$ cat src/rtl/wb_stream_port_pkg.sv
// Shared definitions for the Wishbone stream port: register indices, STATUS
// bit positions and the STATUS word packing helper.
package wb_stream_port_pkg;

  typedef enum logic [1:0] {
    REG_DATA   = 2'd0,
    REG_STATUS = 2'd1,
    REG_RSVD2  = 2'd2,
    REG_RSVD3  = 2'd3
  } regIdx_e;

  localparam int ST_RX_NE    = 0;
  localparam int ST_TX_EMPTY = 1;
  localparam int ST_TX_FULL  = 2;
  localparam int ST_TX_OVF   = 4;

  function automatic logic [31:0] packStatus(
    input logic txOvf,
    input logic txFull,
    input logic txEmpty,
    input logic rxNonEmpty
  );
    logic [31:0] v;
    v              = '0;
    v[ST_TX_OVF]   = txOvf;
    v[ST_TX_FULL]  = txFull;
    v[ST_TX_EMPTY] = txEmpty;
    v[ST_RX_NE]    = rxNonEmpty;
    return v;
  endfunction

endpackage

$ cat src/rtl/wb_stream_port_fifo.sv
// Show-ahead synchronous FIFO; a push while full and a pop while empty are
// both ignored, judged from the registered count.
module sync_fifo #(
  parameter int WIDTH      = 8,
  parameter int DEPTH_LOG2 = 4
) (
  input  logic                  i_clk,
  input  logic                  i_rst,
  input  logic                  i_push,
  input  logic                  i_pop,
  input  logic [WIDTH-1:0]      i_data,
  output logic [WIDTH-1:0]      o_head,
  output logic                  o_full,
  output logic                  o_empty,
  output logic [DEPTH_LOG2:0]   o_count
);

  localparam int DEPTH = 1 << DEPTH_LOG2;
  localparam logic [DEPTH_LOG2:0]   FULL_COUNT = (DEPTH_LOG2 + 1)'(DEPTH);
  localparam logic [DEPTH_LOG2:0]   CNT_ONE    = 1;
  localparam logic [DEPTH_LOG2-1:0] PTR_ONE    = 1;

  logic [WIDTH-1:0]      r_mem [DEPTH];
  logic [DEPTH_LOG2-1:0] r_wrPtr;
  logic [DEPTH_LOG2-1:0] r_rdPtr;
  logic [DEPTH_LOG2:0]   r_count;
  logic                  w_full;
  logic                  w_empty;
  logic                  w_pushOk;
  logic                  w_popOk;

  assign w_full   = (r_count == FULL_COUNT);
  assign w_empty  = (r_count == '0);
  assign w_pushOk = i_push & ~w_full;
  assign w_popOk  = i_pop & ~w_empty;

  always_ff @(posedge i_clk) begin
    if (i_rst) begin
      r_wrPtr <= '0;
      r_rdPtr <= '0;
      r_count <= '0;
    end else begin
      if (w_pushOk) r_wrPtr <= r_wrPtr + PTR_ONE;
      if (w_popOk)  r_rdPtr <= r_rdPtr + PTR_ONE;
      case ({w_pushOk, w_popOk})
        2'b10:   r_count <= r_count + CNT_ONE;
        2'b01:   r_count <= r_count - CNT_ONE;
        default: r_count <= r_count;
      endcase
    end
  end

  // Storage carries no reset; only the pointers and count define validity.
  always_ff @(posedge i_clk) begin
    if (w_pushOk) r_mem[r_wrPtr] <= i_data;
  end

  assign o_head  = r_mem[r_rdPtr];
  assign o_full  = w_full;
  assign o_empty = w_empty;
  assign o_count = r_count;

endmodule

$ cat src/rtl/wb_stream_port.sv
// Wishbone B4 classic responder exposing a TX byte stream and an RX byte
// stream as a DATA/STATUS register pair, each direction buffered by a FIFO.
module wb_stream_port
  import wb_stream_port_pkg::*;
#(
  parameter int FIFO_DEPTH_LOG2 = 4,
  parameter int ADDR_WIDTH      = 4
) (
  input  logic                  clk,
  input  logic                  rst,
  input  logic [ADDR_WIDTH-1:0] adr_i,
  input  logic [31:0]           dat_i,
  output logic [31:0]           dat_o,
  input  logic                  we_i,
  input  logic [3:0]            sel_i,
  input  logic                  stb_i,
  input  logic                  cyc_i,
  output logic                  ack_o,
  output logic                  err_o,
  output logic [7:0]            tx_data,
  output logic                  tx_valid,
  input  logic                  tx_ready,
  input  logic [7:0]            rx_data,
  input  logic                  rx_valid,
  output logic                  rx_ready
);

  logic                     r_ack;
  logic                     r_err;
  logic [31:0]              r_dat;
  logic                     r_txOvf;

  logic                     w_req;
  regIdx_e                  w_idx;
  logic                     w_mapped;
  logic                     w_txPushReq;
  logic                     w_rxPopReq;
  logic                     w_ovfClr;
  logic [31:0]              w_rdData;

  logic [7:0]               w_txHead;
  logic                     w_txFull;
  logic                     w_txEmpty;
  logic [FIFO_DEPTH_LOG2:0] w_txCount;
  logic [7:0]               w_rxHead;
  logic                     w_rxFull;
  logic                     w_rxEmpty;
  logic [FIFO_DEPTH_LOG2:0] w_rxCount;
  logic                     w_rxPush;
  logic                     w_unused;

  // A new request is taken only while no termination is showing, so a held
  // strobe alternates one busy cycle with one idle cycle.
  assign w_req    = cyc_i & stb_i & ~r_ack & ~r_err;
  assign w_idx    = regIdx_e'(adr_i[3:2]);
  assign w_mapped = (w_idx == REG_DATA) || (w_idx == REG_STATUS);

  assign w_txPushReq = w_req & we_i & (w_idx == REG_DATA) & sel_i[0];
  assign w_rxPopReq  = w_req & ~we_i & (w_idx == REG_DATA);
  assign w_ovfClr    = w_req & we_i & (w_idx == REG_STATUS) & sel_i[0] & dat_i[ST_TX_OVF];
  assign w_rxPush    = rx_valid & rx_ready;

  sync_fifo #(
    .WIDTH      (8),
    .DEPTH_LOG2 (FIFO_DEPTH_LOG2)
  ) u_txFifo (
    .i_clk   (clk),
    .i_rst   (rst),
    .i_push  (w_txPushReq),
    .i_pop   (tx_ready),
    .i_data  (dat_i[7:0]),
    .o_head  (w_txHead),
    .o_full  (w_txFull),
    .o_empty (w_txEmpty),
    .o_count (w_txCount)
  );

  sync_fifo #(
    .WIDTH      (8),
    .DEPTH_LOG2 (FIFO_DEPTH_LOG2)
  ) u_rxFifo (
    .i_clk   (clk),
    .i_rst   (rst),
    .i_push  (w_rxPush),
    .i_pop   (w_rxPopReq),
    .i_data  (rx_data),
    .o_head  (w_rxHead),
    .o_full  (w_rxFull),
    .o_empty (w_rxEmpty),
    .o_count (w_rxCount)
  );

  always_comb begin
    w_rdData = '0;
    if (!we_i) begin
      case (w_idx)
        REG_DATA:   if (!w_rxEmpty) w_rdData = {23'b0, 1'b1, w_rxHead};
        REG_STATUS: w_rdData = packStatus(r_txOvf, w_txFull, w_txEmpty, ~w_rxEmpty);
        default:    w_rdData = '0;
      endcase
    end
  end

  always_ff @(posedge clk) begin
    if (rst) begin
      r_ack   <= 1'b0;
      r_err   <= 1'b0;
      r_dat   <= '0;
      r_txOvf <= 1'b0;
    end else begin
      r_ack <= w_req & w_mapped;
      r_err <= w_req & ~w_mapped;
      r_dat <= (w_req & w_mapped) ? w_rdData : '0;
      if (w_txPushReq && w_txFull) r_txOvf <= 1'b1;
      else if (w_ovfClr)           r_txOvf <= 1'b0;
    end
  end

  // Reset masks every output immediately, which also hides an ack that was
  // already registered for a request caught by reset.
  assign ack_o    = r_ack & ~rst;
  assign err_o    = r_err & ~rst;
  assign dat_o    = rst ? '0 : r_dat;
  assign tx_valid = ~w_txEmpty & ~rst;
  assign tx_data  = w_txHead;
  assign rx_ready = ~w_rxFull & ~rst;

  assign w_unused = ^{adr_i, dat_i, sel_i, w_txCount, w_rxCount};

endmodule
$ cat config.mk
export PLATFORM = sky130hd
export DESIGN_NAME = wb_stream_port
export DESIGN_NICKNAME = d
export VERILOG_FILES = /design/src/rtl/wb_stream_port_pkg.sv /design/src/rtl/wb_stream_port_fifo.sv /design/src/rtl/wb_stream_port.sv
export SDC_FILE = /design/constraint.sdc
export NUM_CORES = 1
export LEC_CHECK = 0
export BUFFER_PORTS_ARGS = -buffer_cell sky130_fd_sc_hd__buf_2
export CORE_MARGIN = 1.5
export CORE_UTILIZATION = 50
export DETAILED_ROUTE_END_ITERATION = 6
export PLACE_DENSITY = 0.69
export SYNTH_ARGS = -nofsm -noshare
export SYNTH_HDL_FRONTEND = slang
export SYNTH_SLANG_ARGS = --single-unit
export TNS_END_PERCENT = 30
$ cat constraint.sdc
create_clock -name clk -period 3.15 [get_ports clk]
set_input_delay 0.4725 -clock clk [delete_from_list [all_inputs] [get_ports clk]]
set_output_delay 0.4725 -clock clk [all_outputs]
set_load 0.05 [all_outputs]
==> metrics.txt, run 1 <==
relative slew slack 0.422; Core Area 0.0242 mm²; crit-path cells nor4_4 -> buf_4 -> a2111oi_4 -> ha_1 -> inv_1 -> fa_1 -> nor2b_1 -> o21ai_0 -> nand3_1 -> or3b_2 -> mux2_2; final HPWL from detailed placement 15300 µm; classification of the worst-slack hold path input port to register; Final Cell Area 0.0139 mm²; worst-margin pin slew 0.863 ns; crit path launch type register; EDFF count, synth 256; post-layout minimum cycle time 2.96 ns; commonest non-fill, non-tap cell in the layout edfxtp_1; leakage 4.61 nW; Pre-antenna DRT Iters 5; drt total wl 23500 µm; Max Fanout on Critical Path 4; IO Pins 99; RSZ-0062 raised after global routing false; Syn Inst Count 679; critical path data arrival time 3.39 ns; Placed Instance Area 0.0129 mm²; CP max stage cell dfxtp_1; Die Ht 159 µm; ant diodes 0; Die ar. 0.0254 mm²; Finished Layout Cells 1112; first-pass GRT wire length 37000 µm; synthesized area 0.0122 mm²; First DRT Iteration DRCs 499; largest net degree at the start of global routing 46; Yosys Warn Count 0; syn avg cell area 18.0 µm²; outcome complete, no violations; Starting Density 0.506; Hold Violations, Final 0; Total GRT Usage 0.190; row count 57; aggregate global routing overflow 0; number of setup buffers added after CTS 0; CP Capture Type register; slowest stage delay, CP 0.44 ns; WL/cell 21.1 µm; Final #Nets 837; Seq/Total Area, Yosys 0.704; clock root buffer master clkbuf_16; DRT antenna net count 0; Placed Instances 1056; clk_skew 0.0112 ns; Synth cell types 57; final setup fails 0; H-tree levels 1; via count 6217; cts-stage hold buffer count 0; chip width 159 µm; pwr dens 581 mW/mm²; number of buffers added on ports 46; ys async rst share 0; drt drc 0; final worst slack 0.192 ns; vias per std cell 5.59; Worst Setup Path Type register to register; CTS Buf Count 30; Hold Startpoint adr_i[3]; Max Root-Sink Buffers 3; GPL Wtd Cong 0.773; share of post-route cells with drive strength above 1 0.278; number of fill cells 1772; post-place setup slack -0.00377 ns; worst vdd ir 0.420 mV; initial antenna violation count 0; worst endpoint required time 3.58 ns; Pins Over Slew Limit 0; R2R Path Start u_rxFifo.o_count[1]$_SDFFE_PP0P_; most frequent cells in the layout edfxtp_1 (256), mux4_2 (72), buf_2 (46); Final period util 0.939; FMAX 338 MHz; max cap viols 0; Synth Flop Type edfxtp_1; CP Launch Point u_rxFifo.o_count[1]$_SDFFE_PP0P_; CTS tree done; CTS sink count 302; Worst-path clk slew 0.06 ns; clk_lat worst skew 0.54 ns; area growth from synthesis to layout 13.7%; vias in the first global route 6541; count of state elements after synthesis 302
final timing paths:
path              cells past startpoint                               end  slack, ns
setup / recovery                     11  u_rxFifo.o_count[4]$_SDFFE_PP0P_       0.19
hold / removal                        3                  r_ack$_SDFF_PP0_       0.23
setup reg to reg                     11  u_rxFifo.o_count[4]$_SDFFE_PP0P_       0.19
hold reg to reg                       2               r_dat[4]$_SDFF_PP0_       0.50
critical path, delay by kind of cell, from the launching register on:
kind	cells	cell delay, ns
buf+inv	2	0.24
compound gates	2	0.48
simple gates	4	0.78
fa+ha+maj	2	0.64
flops	1	0.44
mux	1	0.28
flip-flops by register name, indices dropped and copies added (netlist names), named ones only:
signal	count
u_rxFifo.r_rdPtr	4
u_rxFifo.o_count	5
r_dat	9
u_rxFifo.r_wrPtr	4
u_txFifo.r_mem	128
u_txFifo.r_rdPtr	4
u_rxFifo.r_mem	128
r_txOvf	1
u_txFifo.r_wrPtr	4
r_err	1
r_ack	1
u_txFifo.o_count	5
where the power goes:
group	internal (mW)	total (mW)	switching (mW)	leakage (nW)
Combinational	0.0839	0.290	0.206	1.46
Clock	2.03	3.43	1.40	0.481
Sequential	4.35	4.36	0.0132	2.67
cells in the mapped netlist, types with 3 or more instances:
cell type,number,area (µm²)
nor4_1,10,62.6
inv_1,24,90.1
o21ai_0,3,15.0
nor3_1,12,60.1
buf_2,11,55.1
buf_1,4,15.0
nor2b_1,16,100
nand2b_1,4,25.0
ha_1,17,213
nand2_1,14,52.6
xnor2_1,7,61.3
nand3_1,3,15.0
nor2_1,40,150
nand4_1,4,25.0
mux4_2,72,1620
buf_4,24,180
mux2i_1,8,80.1
and2_1,16,100
dfxtp_1,46,921
xor2_1,12,105
o22ai_1,7,43.8
clkbuf_1,14,52.6
edfxtp_1,256,7690
nand3b_1,3,22.5
a21oi_1,13,65.1
a211oi_1,4,30.0
routing by layer:
metal / wire length (µm) / vias to the layer above / GRT usage / share of wire
met5: 0 / - / 0 / 0
met4: 659 / 0 / 0.0626 / 0.028
met3: 1140 / 48 / 0.0276 / 0.048
met2: 12400 / 200 / 0.340 / 0.53
met1: 9260 / 3202 / 0.237 / 0.39
li1: - / 2767 / - / -
per-stage QoR:
stage	power [mW]	TNS, ns	hold slack (ns)	utilization
floorplan	4.65	0	0.463	-
global placement	4.72	0	0.483	0.535
detailed placement	4.74	-0.00377	0.486	0.535
CTS	8.15	0	0.203	0.575
global route	8.34	0	0.215	0.575
finish	8.08	0	0.230	0.575
kinds of logic (layout without fill, tap and decap cells):
group | Yosys count | in the layout | synth area share
and+or+nand+nor | 136 | 136 | 0.0630
adders and majority gates | 18 | 18 | 0.0190
other | 1 | 23 | 0.000307
AOI/OAI and AO/OA | 41 | 41 | 0.0252
buffers and inverters | 81 | 168 | 0.0351
DFF | 302 | 302 | 0.704
muxes | 81 | 81 | 0.140
xor gates and xnor gates | 19 | 19 | 0.0136
timing repair:
item | CTS | global route
endpoints found under the setup margin | 0 | 1
endpoints found under the hold margin | 0 | 0
gates resized for setup | 0 | 1
layout make-up:
cell class | count | area (µm²) | share of cell area
multi-input combinational | 318 | 3290 | 0.236
clock buffer | 43 | 848 | 0.0610
clock inverter | 13 | 114 | 0.00819
inverter | 26 | 100 | 0.00720
tap | 324 | 405 | 0.0292
timing repair buffer | 86 | 543 | 0.0390
sequential | 302 | 8610 | 0.619
No activity file was read; power rests on OpenSTA's default activity.
==> run 2: changes to the inputs <==
--- a/config.mk
+++ b/config.mk
@@ -5,11 +5,11 @@
 export SDC_FILE = /design/constraint.sdc
 export NUM_CORES = 1
 export LEC_CHECK = 0
-export BUFFER_PORTS_ARGS = -buffer_cell sky130_fd_sc_hd__buf_2
 export CORE_MARGIN = 1.5
 export CORE_UTILIZATION = 50
 export DETAILED_ROUTE_END_ITERATION = 6
-export PLACE_DENSITY = 0.69
+export DONT_BUFFER_PORTS = 1
+export PLACE_DENSITY = 0.66
 export SYNTH_ARGS = -nofsm -noshare
 export SYNTH_HDL_FRONTEND = slang
 export SYNTH_SLANG_ARGS = --single-unit
==> run 2 against run 1 <==
Critical path depth is the same. Clock power down 9.3%. Register-to-register slack got worse by 0.07 ns. Count of clock-buffer cells in the layout down 8.
==> metrics.txt, run 2 (synthesized netlist as in run 1, its figures left out) <==
Total GRT Usage 0.180 (-0.00947); number of buffers added on ports 0 (-100%); largest net degree at the start of global routing 33 (-28%); CP Capture Type register; clk_lat worst skew 0.54 ns (about the same); Final period util 0.961 (+0.0216); Die ar. 0.0254 mm² (unchanged); most frequent cells in the layout edfxtp_1 (256), mux4_2 (72), dfxtp_1 (43); final setup fails 0 (unchanged); outcome complete, no violations; final HPWL from detailed placement 14800 µm (-3.0%); chip width 159 µm (unchanged); post-layout minimum cycle time 3.03 ns (+0.0679 ns); fin util 0.564 (-0.0113); worst-margin pin slew 1.04 ns (+0.174 ns); classification of the worst-slack hold path input port to register; FMAX 331 MHz (-2.2%); area growth from synthesis to layout 11.5%; First DRT Iteration DRCs 452 (-9.4%); vias in the first global route 6101 (-6.7%); relative slew slack 0.306 (-0.116); GPL Wtd Cong 0.727 (-5.9%); pwr dens 564 mW/mm² (-2.9%); Max Fanout on Critical Path 4 (unchanged); Die Ht 159 µm (unchanged); max cap viols 0 (unchanged); CTS sink count 302 (unchanged); Starting Density 0.506 (unchanged); CTS tree done; share of post-route cells with drive strength above 1 0.221 (-0.0574); final worst slack 0.124 ns (-0.0679 ns); clock root buffer master clkbuf_16; worst endpoint required time 3.58 ns (about the same); via count 5881 (-5.4%); RSZ-0062 raised after global routing false; drt drc 0 (unchanged); row count 57 (unchanged); Worst Setup Path Type register to register; Hold Violations, Final 0 (unchanged); Final #Nets 796 (-4.9%); Core Area 0.0242 mm² (unchanged); drt total wl 22200 µm (-5.4%); Setup TNS 0 ns (unchanged); worst vdd ir 0.447 mV (+6.4%); IO Pins 99 (unchanged); ant diodes 0 (unchanged); CTS Buf Count 30 (unchanged); DRT antenna net count 0 (unchanged); Max Root-Sink Buffers 3 (unchanged); commonest non-fill, non-tap cell in the layout edfxtp_1; critical path data arrival time 3.46 ns (+0.07 ns); first-pass GRT wire length 35100 µm (-5.3%); area of the multi-input gates 0.00329 mm² (+0.19%); post-place setup slack 0.0199 ns (+0.0236 ns); aggregate global routing overflow 0 (unchanged); biggest registers after layout u_rxFifo.r_mem: 128 flops, u_txFifo.r_mem: 128 flops, r_dat: 9 flops; crit path launch type register; vias per std cell 5.53 (-1.0%); initial antenna violation count 0 (unchanged); clk_skew 0.00974 ns (-0.00144 ns); sequential cell area 0.00861 mm² (about the same); number of fill cells 1857 (+4.8%); Worst-path clk slew 0.06 ns (about the same); leakage 4.37 nW (-5.3%); H-tree levels 1 (unchanged); total power 7.70 mW (-4.8%); WL/cell 20.9 µm (-1.0%); Pre-antenna DRT Iters 5 (unchanged); Pins Over Slew Limit 0 (unchanged)
run 2: cell count changes in the layout (fill, tap and decap cells not counted), sizes merged:
cell,previous run,this run
clkbuf,43,35
clkinv,11,13
buf,86,39
bufinv,2,0
dlygate4sd3,0,6
run 2: metrics by stage:
step	instance area [µm²]	cells	hold WS (ns)
after floorplan	12300	701	0.463
after global placement	12700	1008	0.487
after detailed placement	12700	1008	0.503
after CTS	13600	1059	0.00147
after global routing	13600	1063	0.00110
final	13600	1063	0.0217
run 2: final timing paths:
kind | start | to | slack (ns) | cells past startpoint
max | u_rxFifo.o_count[1]$_SDFFE_PP0P_ | u_rxFifo.o_count[4]$_SDFFE_PP0P_ | 0.12 | 11
min | rx_data[2] | u_rxFifo.r_mem[4][2]$_DFFE_PP_ | 0.02 | 0
max reg2reg | u_rxFifo.o_count[1]$_SDFFE_PP0P_ | u_rxFifo.o_count[4]$_SDFFE_PP0P_ | 0.12 | 11
min reg2reg | r_txOvf$_SDFFE_PP0P_ | r_dat[4]$_SDFF_PP0_ | 0.51 | 2
run 2: cell type report:
class,instances,area share
timing repair buffer,45,0.0277
multi-input combinational,318,0.241
clock buffer,35,0.0580
inverter,26,0.00734
tap,324,0.0297
clock inverter,13,0.00404
sequential,302,0.632
run 2: per-layer routing:
layer | vias to the layer above | track usage | wire, µm
li1 | 2684 | - | -
met2 | 157 | 0.323 | 11700
met4 | 0 | 0.0600 | 661
met1 | 2989 | 0.225 | 8930
met5 | - | 0 | 0
met3 | 51 | 0.0268 | 963
run 2: worst max-delay path, cell delays in order, from the launching register on:
cell and delay (ns):
dfxtp_1 0.43, nor4_4 0.08, buf_4 0.16, a2111oi_4 0.37, ha_2 0.28, inv_1 0.08, fa_1 0.38, nor2b_1 0.18
o21ai_0 0.13, nand3_1 0.10, or3b_2 0.45, mux2_2 0.28
run 2: where the power goes:
group          switching (mW)  total (mW)  internal [mW]
registers              0.0128        4.36           4.35
logic                   0.152       0.225         0.0732
clock network            1.35        3.11           1.76
total                    1.52        7.70           6.18
run 2: repair_timing:
item                                    CTS  global route
endpoints found under the hold margin    29             8
endpoints found under the setup margin    0             2
setup buffers                             0             1
hold buffers                              3             3
resized for setup                         0             5
==> run 3: changes to the inputs <==
--- a/config.mk
+++ b/config.mk
@@ -9,7 +9,7 @@
 export CORE_UTILIZATION = 50
 export DETAILED_ROUTE_END_ITERATION = 6
 export DONT_BUFFER_PORTS = 1
-export PLACE_DENSITY = 0.66
+export PLACE_DENSITY = 0.63
 export SYNTH_ARGS = -nofsm -noshare
 export SYNTH_HDL_FRONTEND = slang
 export SYNTH_SLANG_ARGS = --single-unit
==> constraint.sdc (replaced) <==
create_clock -name clk -period 3.2 [get_ports clk]
set_input_delay 0.48 -clock clk [delete_from_list [all_inputs] [get_ports clk]]
set_output_delay 0.48 -clock clk [all_outputs]
set_load 0.05 [all_outputs]
==> run 3 against run 2 <==
Wire length decreased by 0.93%. Sequential share of layout area decreased by 0.19 points. Largest cell class unchanged. Clock power increased by 8.4%. Cell count increased by 0.19%. Critical path type unchanged. Die area unchanged. Fmax increased by 1.9%. Highest routed layer unchanged. Global-route usage about the same. Non-clock buffer count decreased by 7. Via count decreased by 1.2%. Setup slack improved by 0.11 ns.
==> metrics.txt, run 3 (synthesized netlist as in run 1, its figures left out) <==
drt drc 0 (unchanged); Pre-antenna DRT Iters 5 (unchanged); Setup TNS 0 ns (unchanged); Worst-path clk slew 0.06 ns (about the same); CP max stage cell or3b_2; R2R Path Start u_rxFifo.o_count[0]$_SDFFE_PP0P_; Worst Hold End u_rxFifo.r_mem[6][3]$_DFFE_PP_; Pins Over Slew Limit 0 (unchanged); met3 wire len 1020 µm (+5.6%); Worst Setup Path Type register to register; max cap viols 0 (unchanged); CTS Buf Count 31 (+3.3%); leakage 4.39 nW (+0.45%); number of fill cells 1807 (-2.7%); vias per std cell 5.46 (-1.4%); largest net degree at the start of global routing 33 (unchanged); IO Pins 99 (unchanged); Final Cell Area 0.0137 mm² (+0.29%); via count 5812 (-1.2%); H-tree levels 1 (unchanged); chip width 159 µm (unchanged); RSZ-0062 raised after global routing false; Core Area 0.0242 mm² (unchanged); CP Capture Type register; relative slew slack 0.334 (+0.0282); Top Layer Used met4; pwr dens 576 mW/mm² (+2.1%); most frequent cells in the layout edfxtp_1 (256), mux4_2 (72), dfxtp_1 (44); Reg2Reg Setup Slack 0.23 ns (+0.11 ns); number of buffers added on ports 0 (unchanged); Die Ht 159 µm (unchanged); worst endpoint required time 3.64 ns (+0.06 ns); drt total wl 22000 µm (-0.93%); commonest non-fill, non-tap cell in the layout edfxtp_1; R2R cell count 11 (unchanged); Hold Startpoint rx_data[3]; delay-heaviest family, CP simple AND/OR/NAND/NOR gates; worst-margin pin slew 0.996 ns (-0.0422 ns); initial antenna violation count 0 (unchanged); Placed Instance Area 0.0127 mm² (-0.34%); aggregate global routing overflow 0 (unchanged); Starting Density 0.506 (unchanged); share of post-route cells with drive strength above 1 0.221 (+0.000754); met2 routed WL 11500 µm (-1.5%); post-layout minimum cycle time 2.97 ns (-0.0567 ns); clock root buffer master clkbuf_16; First DRT Iteration DRCs 353 (-22%); row count 57 (unchanged); Hold Worst Slack 0.0217 ns (+0.0000630 ns); fin util 0.566 (+0.00166); Hold Crit Depth 0 (unchanged); vias in the first global route 6214 (+1.9%); crit path launch type register; wl on met1 8910 µm (-0.19%); outcome complete, no violations; FMAX 337 MHz (+1.9%); GPL Wtd Cong 0.806 (+11%); WL/cell 20.7 µm (-1.1%); clk_lat worst skew 0.55 ns (about the same); CTS tree done; Final #Nets 790 (-0.75%); slowest stage delay, CP 0.45 ns (about the same); clk_skew 0.0255 ns (+0.0157 ns); worst reg2reg endpoint u_rxFifo.o_count[4]$_SDFFE_PP0P_; Max Fanout on Critical Path 4 (unchanged); final setup fails 0 (unchanged); first-pass GRT wire length 35000 µm (-0.18%); DRT antenna net count 0 (unchanged); final HPWL from detailed placement 14500 µm (-2.1%); area growth from synthesis to layout 11.8%; Total GRT Usage 0.180 (about the same); Hold Violations, Final 0 (unchanged); worst vdd ir 0.385 mV (-14%); Die ar. 0.0254 mm² (unchanged); ant diodes 0 (unchanged); crit-path cells nor4_2 -> buf_4 -> a2111oi_4 -> ha_2 -> inv_1 -> fa_1 -> nor2b_1 -> o21ai_0 -> nand3_1 -> or3b_2 -> mux2_2; CTS sink count 302 (unchanged); Buf+Inv Stages, Crit Path 2 (unchanged); classification of the worst-slack hold path input port to register; Final period util 0.928 (-0.0327); Max Root-Sink Buffers 3 (unchanged); critical path data arrival time 3.41 ns (-0.05 ns); biggest registers after layout u_rxFifo.r_mem: 128 flops, u_txFifo.r_mem: 128 flops, r_dat: 9 flops
-- run 3: how the worst max path moves through the flow --
stage,from,endpoint,slack (ns),cells after the start
2_1_floorplan,adr_i[3],u_rxFifo.o_count[4]$_SDFFE_PP0P_,0.12,10
3_3_place_gp,adr_i[3],u_rxFifo.o_count[4]$_SDFFE_PP0P_,0.14,10
3_5_place_dp,adr_i[3],u_rxFifo.o_count[4]$_SDFFE_PP0P_,0.006,10
4_1_cts,u_rxFifo.o_count[0]$_SDFFE_PP0P_,u_rxFifo.o_count[4]$_SDFFE_PP0P_,0.14,11
5_1_grt,u_rxFifo.o_count[0]$_SDFFE_PP0P_,u_rxFifo.o_count[4]$_SDFFE_PP0P_,0.03,11
6_report,u_rxFifo.o_count[0]$_SDFFE_PP0P_,u_rxFifo.o_count[4]$_SDFFE_PP0P_,0.23,11
-- run 3: stage by stage --
step                worst slack [ns]  std cells  power [mW]
floorplan                      0.124        701        4.57
global placement               0.143       1004        4.58
detailed placement           0.00639       1004        4.58
CTS                            0.145       1064        7.95
global route                  0.0298       1065        8.11
finish                         0.231       1065        7.88
-- run 3: area by class of cell --
| type | count | area (µm²) | area share |
|---|---|---|---|
| clock buffers | 44 | 855 | 0.0625 |
| clock inverters | 13 | 114 | 0.00833 |
| inverters | 26 | 100 | 0.00732 |
| multi-input cells | 318 | 3280 | 0.240 |
| flip-flops and latches | 302 | 8610 | 0.630 |
| well taps | 324 | 405 | 0.0296 |
| repair buffers | 38 | 305 | 0.0223 |
-- run 3: where the power goes --
part	total, mW	switching, mW	internal (mW)	leakage [nW]
clock network	3.37	1.36	2.00	0.471
logic	0.214	0.146	0.0678	1.24
registers	4.29	0.0112	4.28	2.68
total	7.88	1.52	6.36	4.39
-- run 3: worst register-to-register path, cell delays in order, from the launching register on --
cell       delay [ns]
dfxtp_1          0.41
nor4_2           0.08
buf_4            0.15
a2111oi_4        0.37
ha_2             0.26
inv_1            0.07
fa_1             0.39
nor2b_1          0.18
o21ai_0          0.14
nand3_1          0.10
or3b_2           0.45
mux2_2           0.27
-- run 3: what timing repair did --
action	4_1_cts	5_1_grt
hold buffers	3	0
gates resized for setup	0	3
setup endpoints to repair	0	2
setup buffers	0	1
endpoints found under the hold margin	28	0
-- run 3: routing by layer --
metal | track usage | up-vias
li1 | - | 2678
met1 | 0.225 | 2959
met2 | 0.322 | 132
met3 | 0.0279 | 43
met4 | 0.0583 | 0
met5 | 0 | -
